`src/rtl/geofence_pkg.sv`:
```
// Shared geofence definitions: coordinate width, arbiter state encoding, id-width helper.
package geofence_pkg;

  localparam int COORD_W = 11;

  typedef enum logic {
    ST_OPEN   = 1'b0,
    ST_LOCKED = 1'b1
  } arb_state_t;

  // A single requester still needs a 1-bit id field.
  function automatic int id_width(input int n);
    return (n > 1) ? $clog2(n) : 1;
  endfunction

endpackage

```
`src/rtl/cross_mul_pipe.sv`:
```
// Two-stage signed cross product (ax*by - ay*bx) with valid/id tag passthrough.
// Latency 2 cycles, one result per cycle, no backpressure; CROSS_ZERO_FLAG_EN adds o_zero.
module cross_mul_pipe
  import geofence_pkg::*;
#(
  parameter int W    = COORD_W,
  parameter int ID_W = 2
) (
  input  logic                clk,
  input  logic                reset,
  input  logic                i_valid,
  input  logic [ID_W-1:0]     i_id,
  input  logic signed [W-1:0] i_ax,
  input  logic signed [W-1:0] i_ay,
  input  logic signed [W-1:0] i_bx,
  input  logic signed [W-1:0] i_by,
  output logic                o_valid,
  output logic [ID_W-1:0]     o_id,
  output logic                o_pos
`ifdef CROSS_ZERO_FLAG_EN
  ,
  output logic                o_zero
`endif
);

  logic signed [2*W-1:0] w_ax_e;
  logic signed [2*W-1:0] w_ay_e;
  logic signed [2*W-1:0] w_bx_e;
  logic signed [2*W-1:0] w_by_e;
  logic signed [2*W-1:0] w_p1;
  logic signed [2*W-1:0] w_p2;
  logic signed [2*W-1:0] r_p1;
  logic signed [2*W-1:0] r_p2;
  logic [ID_W-1:0]       r_id1;
  logic                  r_v1;
  logic [2*W:0]          w_d;

  assign w_ax_e = {{W{i_ax[W-1]}}, i_ax};
  assign w_ay_e = {{W{i_ay[W-1]}}, i_ay};
  assign w_bx_e = {{W{i_bx[W-1]}}, i_bx};
  assign w_by_e = {{W{i_by[W-1]}}, i_by};

  // Each product of two W-bit values fits exactly in 2W signed bits.
  assign w_p1 = w_ax_e * w_by_e;
  assign w_p2 = w_ay_e * w_bx_e;

  always_ff @(posedge clk) begin
    if (reset) begin
      r_p1  <= '0;
      r_p2  <= '0;
      r_id1 <= '0;
      r_v1  <= 1'b0;
    end else begin
      r_p1  <= w_p1;
      r_p2  <= w_p2;
      r_id1 <= i_id;
      r_v1  <= i_valid;
    end
  end

  // One extra bit keeps the difference exact at the operand extremes.
  assign w_d = {r_p1[2*W-1], r_p1} - {r_p2[2*W-1], r_p2};

  always_ff @(posedge clk) begin
    if (reset) begin
      o_valid <= 1'b0;
      o_id    <= '0;
      o_pos   <= 1'b0;
    end else begin
      o_valid <= r_v1;
      o_id    <= r_id1;
      o_pos   <= ~w_d[2*W] & (|w_d);
    end
  end

`ifdef CROSS_ZERO_FLAG_EN
  always_ff @(posedge clk) begin
    if (reset) begin
      o_zero <= 1'b0;
    end else begin
      o_zero <= ~(|w_d);
    end
  end
`endif

endmodule

```
`src/rtl/cross_engine_arbiter.sv`:
```
// Round-robin arbiter with burst lock sharing one cross-product engine; result 2 cycles after accept, no backpressure.
// Optional CROSS_ZERO_FLAG_EN adds rsp_zero (cross product exactly zero), registered with rsp_pos.
module cross_engine_arbiter
  import geofence_pkg::*;
#(
  parameter int N_REQ    = 4,
  parameter int W        = COORD_W,
  parameter int LOCK_MAX = 8
) (
  input  logic                       clk,
  input  logic                       reset,
  input  logic [N_REQ-1:0]           req,
  input  logic [N_REQ-1:0]           lock,
  input  logic [N_REQ*W-1:0]         opnd_ax,
  input  logic [N_REQ*W-1:0]         opnd_ay,
  input  logic [N_REQ*W-1:0]         opnd_bx,
  input  logic [N_REQ*W-1:0]         opnd_by,
  output logic [N_REQ-1:0]           gnt,
  output logic                       rsp_valid,
  output logic [id_width(N_REQ)-1:0] rsp_id,
  output logic                       rsp_pos
`ifdef CROSS_ZERO_FLAG_EN
  ,
  output logic                       rsp_zero
`endif
);

  localparam int ID_W  = id_width(N_REQ);
  localparam int CNT_W = $clog2(LOCK_MAX + 1);

  arb_state_t          r_state;
  arb_state_t          w_state_nxt;
  logic [ID_W-1:0]     r_ptr;
  logic [ID_W-1:0]     w_ptr_nxt;
  logic [ID_W-1:0]     r_owner;
  logic [ID_W-1:0]     w_owner_nxt;
  logic [CNT_W-1:0]    r_idle_cnt;
  logic [CNT_W-1:0]    w_idle_nxt;
  logic [N_REQ-1:0]    w_gnt;
  logic                w_accept;
  logic                w_acc_lock;
  logic [ID_W-1:0]     w_acc_id;
  logic [ID_W-1:0]     w_ptr_inc;
  logic signed [W-1:0] w_ax;
  logic signed [W-1:0] w_ay;
  logic signed [W-1:0] w_bx;
  logic signed [W-1:0] w_by;

  // Grant decode: owner-only while locked, rotating priority from r_ptr while open.
  always_comb begin
    int              v;
    logic            found;
    logic [ID_W-1:0] idx;
    w_gnt = '0;
    v     = 0;
    found = 1'b0;
    idx   = '0;
    if (!reset) begin
      if (r_state == ST_LOCKED) begin
        w_gnt[r_owner] = req[r_owner];
      end else begin
        for (int k = 0; k < N_REQ; k++) begin
          v = int'(r_ptr) + k;
          if (v >= N_REQ) v = v - N_REQ;
          idx = ID_W'(v);
          if (!found && req[idx]) begin
            w_gnt[idx] = 1'b1;
            found      = 1'b1;
          end
        end
      end
    end
  end

  assign gnt      = w_gnt;
  assign w_accept = |(w_gnt & req);

  always_comb begin
    w_acc_id   = '0;
    w_acc_lock = 1'b0;
    w_ax       = '0;
    w_ay       = '0;
    w_bx       = '0;
    w_by       = '0;
    for (int i = 0; i < N_REQ; i++) begin
      if (w_gnt[i]) begin
        w_acc_id   = ID_W'(i);
        w_acc_lock = lock[i];
        w_ax       = opnd_ax[i*W +: W];
        w_ay       = opnd_ay[i*W +: W];
        w_bx       = opnd_bx[i*W +: W];
        w_by       = opnd_by[i*W +: W];
      end
    end
  end

  assign w_ptr_inc = (int'(w_acc_id) == N_REQ - 1) ? '0 : w_acc_id + ID_W'(1);

  // While locked, r_ptr already points past the owner, so a timeout release leaves it untouched.
  always_comb begin
    w_state_nxt = r_state;
    w_owner_nxt = r_owner;
    w_idle_nxt  = r_idle_cnt;
    w_ptr_nxt   = r_ptr;
    if (w_accept) w_ptr_nxt = w_ptr_inc;
    case (r_state)
      ST_OPEN: begin
        if (w_accept && w_acc_lock) begin
          w_state_nxt = ST_LOCKED;
          w_owner_nxt = w_acc_id;
          w_idle_nxt  = '0;
        end
      end
      ST_LOCKED: begin
        if (w_accept) begin
          w_idle_nxt = '0;
          if (!w_acc_lock) w_state_nxt = ST_OPEN;
        end else if (r_idle_cnt == CNT_W'(LOCK_MAX - 1)) begin
          w_state_nxt = ST_OPEN;
          w_idle_nxt  = '0;
        end else begin
          w_idle_nxt = r_idle_cnt + CNT_W'(1);
        end
      end
      default: begin
        w_state_nxt = ST_OPEN;
        w_idle_nxt  = '0;
      end
    endcase
  end

  always_ff @(posedge clk) begin
    if (reset) begin
      r_state    <= ST_OPEN;
      r_ptr      <= '0;
      r_owner    <= '0;
      r_idle_cnt <= '0;
    end else begin
      r_state    <= w_state_nxt;
      r_ptr      <= w_ptr_nxt;
      r_owner    <= w_owner_nxt;
      r_idle_cnt <= w_idle_nxt;
    end
  end

  cross_mul_pipe #(
    .W    (W),
    .ID_W (ID_W)
  ) u_pipe (
    .clk     (clk),
    .reset   (reset),
    .i_valid (w_accept),
    .i_id    (w_acc_id),
    .i_ax    (w_ax),
    .i_ay    (w_ay),
    .i_bx    (w_bx),
    .i_by    (w_by),
    .o_valid (rsp_valid),
    .o_id    (rsp_id),
    .o_pos   (rsp_pos)
`ifdef CROSS_ZERO_FLAG_EN
    ,
    .o_zero  (rsp_zero)
`endif
  );

endmodule

```
`config.mk`:
```
export PLATFORM = sky130hd
export DESIGN_NAME = cross_engine_arbiter
export DESIGN_NICKNAME = d
export VERILOG_FILES = /design/src/rtl/geofence_pkg.sv /design/src/rtl/cross_mul_pipe.sv /design/src/rtl/cross_engine_arbiter.sv
export SDC_FILE = /design/constraint.sdc
export NUM_CORES = 1
export LEC_CHECK = 0
export ABC_AREA = 1
export BUFFER_PORTS_ARGS = -buffer_cell sky130_fd_sc_hd__buf_2
export CAP_MARGIN = 20
export CORE_AREA = 2 2 178 180
export DETAILED_ROUTE_END_ITERATION = 12
export DIE_AREA = 0 0 180 182
export GPL_TIMING_DRIVEN = 0
export PLACE_DENSITY_LB_ADDON = 0.3
export SLEW_MARGIN = 20
export SYNTH_ARGS = -nofsm -noshare
export SYNTH_HDL_FRONTEND = slang
export SYNTH_HIERARCHICAL = 1
export SYNTH_SLANG_ARGS = --single-unit
```
`constraint.sdc`:
```
create_clock -name clk -period 16.75 [get_ports clk]
set_clock_uncertainty 0.1 [all_clocks]
set_input_delay 5.025 -clock clk [delete_from_list [all_inputs] [get_ports clk]]
set_output_delay 5.025 -clock clk [all_outputs]
set_load 0.01 [all_outputs]
```
==> impl_metrics.env <==
export IMPL_synth_top_area_share_pct=30.8
export IMPL_crit_arrival_ns=6.96
export IMPL_yosysWarnings=6
export IMPL_ctsHoldBuffers=0
export IMPL_ios=194
export IMPL_totalWireLength_um=44200
export IMPL_critical_path_class="in -> out"
export IMPL_drt_iter0_drc=814
export IMPL_insertion_delay_ns=0.34
export IMPL_die_h_um=182
export IMPL_vias=14500
export IMPL_critPathRequiredTime_ns=11.62
export IMPL_cts_repair_resize_count=0
export IMPL_top_usage_layer="met2"
export IMPL_vias_per_cell=5.11
export IMPL_synth_main_ff_cell="dfxtp_1"
export IMPL_synthesis_area_um2=15300
export IMPL_crit_path_end_kind="primary output"
export IMPL_ff2ff_path_depth=34
export IMPL_htreeDepth=3
export IMPL_synth_nets=2777
export IMPL_layout_commonest_cell="inv_1"
export IMPL_synth_avg_cell_area_um2=6.84
export IMPL_status="finished, final reports clean"
export IMPL_start_util_pct=49.2
export IMPL_final_cell_mix="inv_1, nand2_1, fa_1"
export IMPL_min_period_ns=12.09
export IMPL_fin_crit_sh_pct=72.2
export IMPL_fin_hold_ws_ns=0.379
export IMPL_grt_max_degree=13
export IMPL_numCtsBuffers=9
export IMPL_cts_buffer_depth=2
export IMPL_core_um2=31000
export IMPL_ys_top_cells_by_area="fa_1, inv_1, nand2_1, ha_1, dfxtp_1"
export IMPL_io_buffers=193
export IMPL_rows=65
export IMPL_dieWidth_um=180
export IMPL_antenna_found_initial=0
export IMPL_grt_overflow_total=0
export IMPL_worst_setup_path_start_kind="input port"
export IMPL_gp_congestion=0.962
export IMPL_ant_nets=0
export IMPL_met2_usage_pct=49.9
export IMPL_fin_setup_tns_ns=0
export IMPL_drt_pass1_iterations=6
export IMPL_grt_first_pass_wirelength_um=73700
export IMPL_drc=0
export IMPL_grt_pass1_vias=15000
export IMPL_synth_edff_count=0
export IMPL_cts_sinks=60
export IMPL_setup_viol=0
export IMPL_synth_area_leader_cell="fa_1"
export IMPL_async_reset_ff_share_pct=0
export IMPL_hold_viol_final=0
export IMPL_synth_seq_area_share_pct=7.87
export IMPL_min_from="u_pipe/r_id1[1]"
export IMPL_holdPathEnd="u_pipe/o_id[1]"
export IMPL_cap_viol_max_count=0
export IMPL_grt_setup_unrepaired="false"
export IMPL_grt_met3_usage_pct=3.31
export IMPL_r2r_slack_ns=8.55
export IMPL_tritoncts="done"
export IMPL_nets=2981
export IMPL_rr_startpoint="r_ptr[1]"
export IMPL_timing_rr_end="u_pipe/r_p1[21]"
export IMPL_ys_types=43
export IMPL_slew_viol_final=0
export IMPL_die_area_um2=32800
export IMPL_avgRoutedWirePerCell_um=15.6
export IMPL_met1_usage_pct=35.1
export IMPL_cts_setup_buffers=0
export IMPL_ys_ff_latch=60
export IMPL_diodes=0
export IMPL_min_path_cells=2
export IMPL_maxSlewHeadroom_pct=39.8
export IMPL_area_growth_pct=11.7
export IMPL_min_path_type="reg -> reg"
export IMPL_tightestPinTransition_ns=0.894
export IMPL_clk_pin_slew_ns=0.06
export IMPL_worst_slack_ns=4.66
export IMPL_synthCells=2232
export IMPL_cts_root_buf="clkbuf_16"
export IMPL_post_dp_hpwl_um=38700
export IMPL_track_usage_pct=27.9
export IMPL_drive_above_1_share_pct=11.9
export IMPL_post_place_ws_ns=4.55
export IMPL_max_freq_ghz=0.0827
export IMPL_critical_path_peak_fanout=10
[stage by stage]
step                      utilization [%]  cells  cell area (µm²)
after detailed placement             54.0   2827            16700
final                                55.0   2843            17100
after CTS                            55.0   2843            17100
after global routing                 55.0   2843            17100
after floorplan                         -   2232            15300
after global placement               54.0   2827            16700
[cell type report]
type	count	area, µm²
Buffer	83	368
Clock buffer	9	225
Clock inverter	7	98.8
Fill cell	3029	13900
Inverter	569	2140
Multi-Input combinational cell	1520	11500
Sequential cell	60	1200
Tap cell	402	503
Timing Repair Buffer	193	966
[cells in the mapped netlist (4+ instances only)]
cell type and n:
nor2_2 9, a21oi_1 168, inv_1 561, nand2_2 18, or2_2 6, o21bai_1 4, xnor2_1 14, o21ai_1 41
ha_1 124, xor2_1 13, nor2_1 111, clkbuf_1 60, nor3_1 8, nand2_1 557, dfxtp_1 60, nand4_1 15
fa_1 235, o21ai_0 45, o21a_1 4, buf_2 15, nand3_1 114, inv_2 5, buf_4 6
[sequential cells by signal, summed over array words and instances (netlist names)]
signal          cells
r_state             1
u_pipe/o_valid      1
u_pipe/o_pos        1
u_pipe/r_p1        22
u_pipe/r_v1         1
r_owner             2
u_pipe/r_id1        2
u_pipe/o_id         2
r_idle_cnt          4
r_ptr               2
u_pipe/r_p2        22
[cells by family after synthesis]
kind of cell | synth area share [%]
AO/OA/AOI/OAI | 9.68
XOR/XNOR | 1.55
adder cells (fa/ha/maj) | 41.0
buffers and inverters | 16.4
flip-flops | 7.87
AND/OR/NAND/NOR | 23.5
[how the worst max path moves through the flow]
stage                       from  slack (ns)               to  depth (start not counted)
after floorplan           req[3]        5.42           gnt[3]                         10
after global placement    req[1]        4.59  u_pipe/r_p2[21]                         32
after detailed placement  req[1]        4.55  u_pipe/r_p2[21]                         32
after CTS                 req[1]        4.69           gnt[3]                         12
after global routing      req[1]        4.15  u_pipe/r_p1[21]                         33
final                     req[1]        4.66           gnt[3]                         12
[routing by layer]
metal / wire length [µm] / vias to the layer above
li1: - / 7064
met1: 18700 / 6878
met5: 0 / -
met2: 21800 / 509
met3: 2360 / 65
met4: 1360 / 0
[worst max-delay path, stage by stage]
cell	delay [ns]
buf_2	0.14
nand2_1	0.11
nand3_2	0.14
nand2_4	0.12
nand2_4	0.07
nor2_4	0.15
nand2_1	0.07
nand3_1	0.10
nand2_2	0.13
inv_1	0.20
clkbuf_1	0.48
buf_2	0.24
Power is left out: the tool's default activity adds up to more than one toggle a clock period on the data nets, which glitch-free logic cannot reach.
